===== src/rtl/fifo_pkg.sv =====
// Shared async-FIFO definitions: default geometry plus Gray/binary conversion.
// Used by both the write-side (fifo_wptr_full) and read-side pointer logic.
package fifo_pkg;

  localparam int FIFO_ADDR_SIZE = 8;
  localparam int FIFO_DEPTH     = 256;

  // Conversions work on a wide container; callers zero-extend their pointer
  // in and cast the result back down to their own width.
  localparam int FIFO_PTR_MAX_W = 32;

  function automatic logic [FIFO_PTR_MAX_W-1:0] bin2gray(
    input logic [FIFO_PTR_MAX_W-1:0] b
  );
    return b ^ (b >> 1);
  endfunction

  function automatic logic [FIFO_PTR_MAX_W-1:0] gray2bin(
    input logic [FIFO_PTR_MAX_W-1:0] g
  );
    logic [FIFO_PTR_MAX_W-1:0] b;
    b = '0;
    for (int i = 0; i < FIFO_PTR_MAX_W; i++) begin
      b[i] = ^(g >> i);
    end
    return b;
  endfunction

endpackage


===== src/rtl/fifo_sync_2ff.sv =====
// Width-parameterised two-flop synchroniser with asynchronous active-low reset.
// Only safe for multi-bit buses whose producer changes at most one bit per step.
module fifo_sync_2ff #(
  parameter int width_p = 9
) (
  input  logic               clk,
  input  logic               rst_n,
  input  logic [width_p-1:0] d_i,
  output logic [width_p-1:0] q_o
);

  logic [width_p-1:0] sync1_q;
  logic [width_p-1:0] sync2_q;

  always_ff @(posedge clk or negedge rst_n) begin
    if (!rst_n) begin
      sync1_q <= '0;
      sync2_q <= '0;
    end else begin
      sync1_q <= d_i;
      sync2_q <= sync1_q;
    end
  end

  assign q_o = sync2_q;

endmodule


===== src/rtl/fifo_wptr_full.sv =====
// Write-domain pointer, full flag and fill level for the async FIFO.
// Define FIFO_WPTR_OVERFLOW_EN to add the sticky overflow flag and its clear input.
module fifo_wptr_full
  import fifo_pkg::*;
#(
  parameter int data_width_p = 8,
  parameter int mem_depth_p  = FIFO_DEPTH,
  parameter int addr_size_p  = FIFO_ADDR_SIZE
) (
  input  logic                   wclk,
  input  logic                   wrst_n,
  input  logic                   wr_en,
  input  logic [addr_size_p:0]   g_r_ptr,
  output logic [addr_size_p-1:0] b_w_ptr,
  output logic [addr_size_p:0]   g_w_ptr,
  output logic                   full,
`ifdef FIFO_WPTR_OVERFLOW_EN
  input  logic                   ovf_clr,
  output logic                   overflow,
`endif
  output logic [addr_size_p:0]   wr_level
);

  localparam int PW = addr_size_p + 1;

  generate
    if ((mem_depth_p != (1 << addr_size_p)) || (data_width_p < 1) || (addr_size_p < 2)) begin : g_bad_cfg
      $error("fifo_wptr_full: mem_depth_p must be 2**addr_size_p, addr_size_p >= 2");
    end
  endgenerate

  logic [PW-1:0] wbin_q, wbin_d;
  logic [PW-1:0] g_w_ptr_q, g_w_ptr_d;
  logic [PW-1:0] wr_level_q, wr_level_d;
  logic          full_q, full_d;
  logic [PW-1:0] rq2;
  logic [PW-1:0] rbin;
  logic          wr_accept;

  fifo_sync_2ff #(
    .width_p (PW)
  ) u_rptr_sync (
    .clk   (wclk),
    .rst_n (wrst_n),
    .d_i   (g_r_ptr),
    .q_o   (rq2)
  );

  always_comb begin
    wr_accept  = wr_en & ~full_q;
    wbin_d     = wbin_q + PW'(wr_accept);
    g_w_ptr_d  = PW'(bin2gray(FIFO_PTR_MAX_W'(wbin_d)));
    rbin       = PW'(gray2bin(FIFO_PTR_MAX_W'(rq2)));
    // Full when write is exactly one lap ahead: Gray form flips the top two bits.
    full_d     = (g_w_ptr_d == {~rq2[PW-1:PW-2], rq2[PW-3:0]});
    wr_level_d = wbin_d - rbin;
  end

  always_ff @(posedge wclk or negedge wrst_n) begin
    if (!wrst_n) begin
      wbin_q     <= '0;
      g_w_ptr_q  <= '0;
      full_q     <= 1'b0;
      wr_level_q <= '0;
    end else begin
      wbin_q     <= wbin_d;
      g_w_ptr_q  <= g_w_ptr_d;
      full_q     <= full_d;
      wr_level_q <= wr_level_d;
    end
  end

`ifdef FIFO_WPTR_OVERFLOW_EN
  logic overflow_q, overflow_d;

  // A set in the same cycle as a clear takes priority.
  always_comb begin
    overflow_d = (wr_en & full_q) | (overflow_q & ~ovf_clr);
  end

  always_ff @(posedge wclk or negedge wrst_n) begin
    if (!wrst_n) begin
      overflow_q <= 1'b0;
    end else begin
      overflow_q <= overflow_d;
    end
  end

  assign overflow = overflow_q;
`endif

  assign b_w_ptr  = wbin_q[addr_size_p-1:0];
  assign g_w_ptr  = g_w_ptr_q;
  assign full     = full_q;
  assign wr_level = wr_level_q;

endmodule


===== config.mk =====
export PLATFORM = sky130hd
export DESIGN_NAME = fifo_wptr_full
export DESIGN_NICKNAME = d
export VERILOG_FILES = /design/src/rtl/fifo_pkg.sv /design/src/rtl/fifo_sync_2ff.sv /design/src/rtl/fifo_wptr_full.sv
export SDC_FILE = /design/constraint.sdc
export NUM_CORES = 1
export LEC_CHECK = 0
export CAP_MARGIN = 20
export CORE_ASPECT_RATIO = 0.5
export CORE_UTILIZATION = 25
export CTS_CLUSTER_SIZE = 28
export DETAILED_ROUTE_END_ITERATION = 8
export DONT_BUFFER_PORTS = 1
export HOLD_SLACK_MARGIN = 0.05
export PLACE_DENSITY = 0.48
export SYNTH_ARGS = -nofsm -noshare
export SYNTH_HDL_FRONTEND = slang
export SYNTH_SLANG_ARGS = --single-unit

===== constraint.sdc =====
create_clock -name wclk -period 4.75 [get_ports wclk]
set_input_delay 0.95 -clock wclk [delete_from_list [all_inputs] [get_ports wclk]]
set_output_delay 0.95 -clock wclk [all_outputs]
set_load 0.02 [all_outputs]

Yosys cells after proc, flatten, opt, wreduce, memory -nomap -nowiden

Cells that the tools add are included.

Register bits after elaboration: 46
Output and inout bits: 27
Word-level logic and storage cells: 22

Add/subtract/negate cells: 2
Equal/unequal tests: 1
Bitwise operators: 4
Reductions and logical operators: 9

Operators by type and width:

| operator                                     | number |
|---|---|
| 32-bit parity                                | 9 |
| 9-bit by 1-bit adder with 9-bit output       | 1 |
| 9-bit equality test                          | 1 |
| 9-bit subtractor                             | 1 |
| 9-bit by 8-bit bitwise XOR with 9-bit output | 1 |
| 2-bit NOT                                    | 1 |
| 1-bit AND                                    | 1 |
| 1-bit NOT                                    | 1 |

Logic depth before layout (Yosys ltp)

Word-level depth: 5
Mapped depth: 13
Mapped depth without buffers: 13

Hierarchy

A second synthesis with hierarchy kept.

Cell total of the unflattened synthesis: 170
Area total of the unflattened synthesis: 2174.6 um2

By module, submodules not included:

| module         | times used | cells each | area each (um2) | seq. area each (um2) |
|---|---|---|---|---|
| fifo_wptr_full | 1          | 152        | 1724.2          | 675.6 |
| fifo_sync_2ff  | 1          | 18         | 450.4           | 450.4 |

Worst setup path after synthesis

OpenSTA, ideal clock, no wires.

Kind: flip-flop to flip-flop
From: register u_rptr_sync.sync2_q[8] (netlist: u_rptr_sync.q_o[8])
To: register wr_level_q[8] (netlist: wr_level[8])
Setup time: 0.124 ns
Arrival: 3.493 ns
Setup slack: 1.132 ns
Cell stages (with the launch flop): 14
Buffers on the path: 0
Clock period less this slack: 3.618 ns
Path through: dfrtp_1 xor3_2 xor3_4 xnor2_2 xnor2_1 xor2_1 ha_1 fa_1 inv_1 o21ai_0 a211o_1 a211o_1 o21bai_1 xnor2_1

Word-level cells in the longest chain between the ends: 2

RTL lines:

| element                 | line                 | RTL |
|---|---|---|
| from (decl)             | fifo_sync_2ff.sv:13  | `logic [width_p-1:0] sync2_q;` |
| from (signal assigned)  | fifo_sync_2ff.sv:21  | `sync2_q <= sync1_q;` |
| 32-bit parity           | fifo_pkg.sv:24       | `b[i] = ^(g >> i);` |
| 9-bit subtractor *      | fifo_wptr_full.sv:56 | `wr_level_d = wbin_d - rbin;` |
| named net wr_level_d[8] | fifo_wptr_full.sv:34 | `logic [PW-1:0] wr_level_q, wr_level_d;` |
| to (signal assigned)    | fifo_wptr_full.sv:69 | `wr_level_q <= wr_level_d;` |
| to (decl)               | fifo_wptr_full.sv:34 |  |

Mark *: on every way through the listed nets, which the timed path passes. The rest lies on a longest branch.

Worst setup path after layout

Same ends and word-level chain as after synthesis.

==> impl_metrics.ini <==
[placed_design]
placedCellCount = 284
place.detailed.hpwl_mm = 3.259
place.gp.congestion = 0.7296
portBuffers = 0
dpl_worst_slack_ps = 846.7

[floorplan]
die_width_um = 134.5
initial_core_util_pct = 26.56
floorplan.die.height_um = 68.23
rows = 23
die-area_um2 = 9175
core-area_um2 = 8259
ports_placed_on_the_boundary = 39

[clock_network]
clock_latency_ps = 280
cts_buffer_depth = 2
clock_tree.root_cell = sky130_fd_sc_hd__clkbuf_16
clock_transition_at_path_regs_ps = 60
cts_inserted_buffers = 5
cts-hold-fix-buffers = 0
htree_num_levels = 2
postCtsSetupRepairBufs = 0
tritoncts = done
cts_sinks = 45
cts.repair.resized = 0

[synth]
synth-compound-area-share_pct = 8.043
yosys.cell_count.top_type = sky130_fd_sc_hd__dfrtp_1
synth_edf_count = 0
synth.ff_latch_count = 45
synthSimpleGateAreaFrac_pct = 7.245
yosysTopAreaCellShare_pct = 51.34
largest_family_of_logic_cells_by_synthesized_area = XOR/XNOR gates
synth_seq_area_share_pct = 51.34
synth_ff_type = sky130_fd_sc_hd__dfrtp_1
yosys-top-cells-area = sky130_fd_sc_hd__dfrtp_1, sky130_fd_sc_hd__xnor2_1, sky130_fd_sc_hd__xor2_1, sky130_fd_sc_hd__ha_1, sky130_fd_sc_hd__inv_1
synth.mux.area_fraction_pct = 0
syn_inst = 176
post_synth_instance_area_um2 = 2193
xor_xnor_portion_of_the_synthesized_cell_area_pct = 22.25
async_flop_share_pct = 100.0
synth.yosys.warnings = 0
synth_largest_area_cell = sky130_fd_sc_hd__dfrtp_1
synth_adder_area_share_pct = 7.359
synthesis.area_per_instance_um2 = 12.46
post_synth_num_cell_types = 44
synthesis.nets = 197
post_synth_most_frequent_cells = sky130_fd_sc_hd__dfrtp_1, sky130_fd_sc_hd__xnor2_1, sky130_fd_sc_hd__inv_1

[critical_path]
timing.critical_path.fanout_max = 6
cp_data_required_time_ps = 4950
worstPathArrival_ps = 4110
worst-setup-path-type = reg -> reg
setup.worst_path.end_class = flip-flop
cp-start-kind = flip-flop

[hold_path]
hold_path_class = reg -> reg

[routing]
routed_wire_length_per_instance_um = 14.84
initial_detailed_routing_violation_count = 29
vias_after_detailed_routing = 1275
routed_via_density = 4.366
drc = 0
final_antenna_net_count = 0
drt_pre_antenna_iters = 4
routed_wirelength_mm = 4.334

[timing]
slew_viol_final = 0
timing.clock.skew_ps = 6.814
maxSlewHeadroom_pct = 57.63
post-route-period-util_pct = 82.31
tightest_slew_ps = 631.0
finalWorstSetupSlack_ps = 840.2
grt_setup_unrepaired = no
fin_tns_setup_ps = 0
hold_viol_final = 0
setup_viol_count_final = 0
min_period_ps = 3910
maximum_clock_rate_ghz = 0.2558
worst_hold_slack_ps = 346.7

[power]
comb_power_share_pct = 42.1
power.clock.fraction_pct = 18.3
power_report.internal_total_w = 0.001030
total_power_w = 0.001799
max_rail_drop_vdd_uv = 202.7
seq_power_share_pct = 39.6
reported_net_switching_power_w = 0.0007691
netSwitchingFraction_pct = 42.74
power_density_nw_per_um2 = 735.2
power.leakage_nw = 1.081

[grt]
number_of_global_route_vias_before_repair = 1265
grt_max_degree = 46
global_route.overflow_total = 0
grt_util_all_layers_pct = 10.23
grt_first_pass_wirelength_mm = 6.810
antenna_found_initial = 0

[final_layout]
final_cell_count_no_fill = 292
final-seq-area_um2 = 1126
filler_cell_count = 834
nNetsFinal = 200
syn_to_final_growth_pct = 11.58
antenna_cells_inserted = 0
drive_above_1_share_pct = 7.778
multi_input_area_um2 = 984.7

[flow_run]
maxCapViolCount = 0

[status]
status = complete, no violations
cell usage in the layout, fill, tap and decap left out, drive strengths merged, types with 2 or more instances in the layout:
cell    count
a211oi      2
nand4       4
xnor3       2
nor2        3
nor2b       2
xnor2      28
nand2       5
a21oi       3
nand3       4
clkbuf      8
ha          8
nor3        3
o311ai      2
a21o        2
inv        15
o21ai       4
dfrtp      45
xor3        2
xor2       14
and3        2
a211o       2
maj3        4
through the flow:
step	util (%)	instance area [um2]
global route	29.63	2447
global placement	27.98	2311
CTS	29.63	2447
floorplan	-	2193
finish	29.63	2447
detailed placement	27.98	2311
power by group through the flow:
stage	clock network [W]	logic [W]	registers [W]
after floorplan	0	0.000635	0.000678
after global placement	0	0.000752	0.000727
after detailed placement	0	0.000760	0.000726
after CTS	0.000337	0.000767	0.000721
after global routing	0.000353	0.000841	0.000732
final	0.000329	0.000758	0.000713
flip-flops by register name, indices dropped and copies added, names as in the netlist:
register	count
wr_level	9
full	1
u_rptr_sync.q_o	9
u_rptr_sync.sync1_q	9
g_w_ptr	9
wbin_q	8
cell type report:
| class | count | share of cell area (%) |
|---|---|---|
| clock buffers | 8 | 5.573 |
| multi-input cells | 111 | 40.24 |
| well taps | 112 | 5.726 |
| inverters | 16 | 2.454 |
| flip-flops and latches | 45 | 46.01 |
worst paths after layout:
kind | start | endpoint | slack (ps) | cells past startpoint
setup / recovery | u_rptr_sync.q_o[8] | wr_level[8] | 840 | 13
hold / removal | u_rptr_sync.sync1_q[0] | u_rptr_sync.q_o[0] | 350 | 0
setup reg to reg | u_rptr_sync.q_o[8] | wr_level[8] | 840 | 13
hold reg to reg | u_rptr_sync.sync1_q[0] | u_rptr_sync.q_o[0] | 350 | 0
max in group asynchronous | wrst_n | wbin_q[0] | 4280 | 0
min in group asynchronous | wrst_n | g_w_ptr[2] | 360 | 0
logic make-up (layout without fill, tap and decap cells):
| group | after synthesis | count (layout) |
|---|---|---|
| AO/OA/AOI/OAI | 23 | 23 |
| flip-flops | 45 | 45 |
| adder cells (fa/ha/maj) | 13 | 13 |
| AND/OR/NAND/NOR | 29 | 29 |
| buffers and inverters | 20 | 24 |
| XOR/XNOR | 46 | 46 |
metal layers:
| layer | share of wire [%] | vias up | track usage (%) |
|---|---|---|---|
| li1 | - | 600 | - |
| met1 | 48 | 641 | 13.08 |
| met2 | 44 | 29 | 15.54 |
| met3 | 7.1 | 5 | 4.074 |
| met4 | 1.2 | 0 | 4.213 |
| met5 | 0 | - | 0 |
critical path, cell delays in order, from the launching register on:
cell and delay (ps):
sky130_fd_sc_hd__dfrtp_1 430, sky130_fd_sc_hd__xor3_2 510, sky130_fd_sc_hd__xor3_4 400, sky130_fd_sc_hd__xnor2_2 210, sky130_fd_sc_hd__xnor2_1 350, sky130_fd_sc_hd__xor2_1 120, sky130_fd_sc_hd__ha_1 220, sky130_fd_sc_hd__fa_1 420
sky130_fd_sc_hd__inv_1 140, sky130_fd_sc_hd__o21ai_0 100, sky130_fd_sc_hd__a211o_1 300, sky130_fd_sc_hd__a211o_1 330, sky130_fd_sc_hd__o21bai_1 170, sky130_fd_sc_hd__xnor2_1 140
Note: power is estimated with default switching activity, not from simulation.
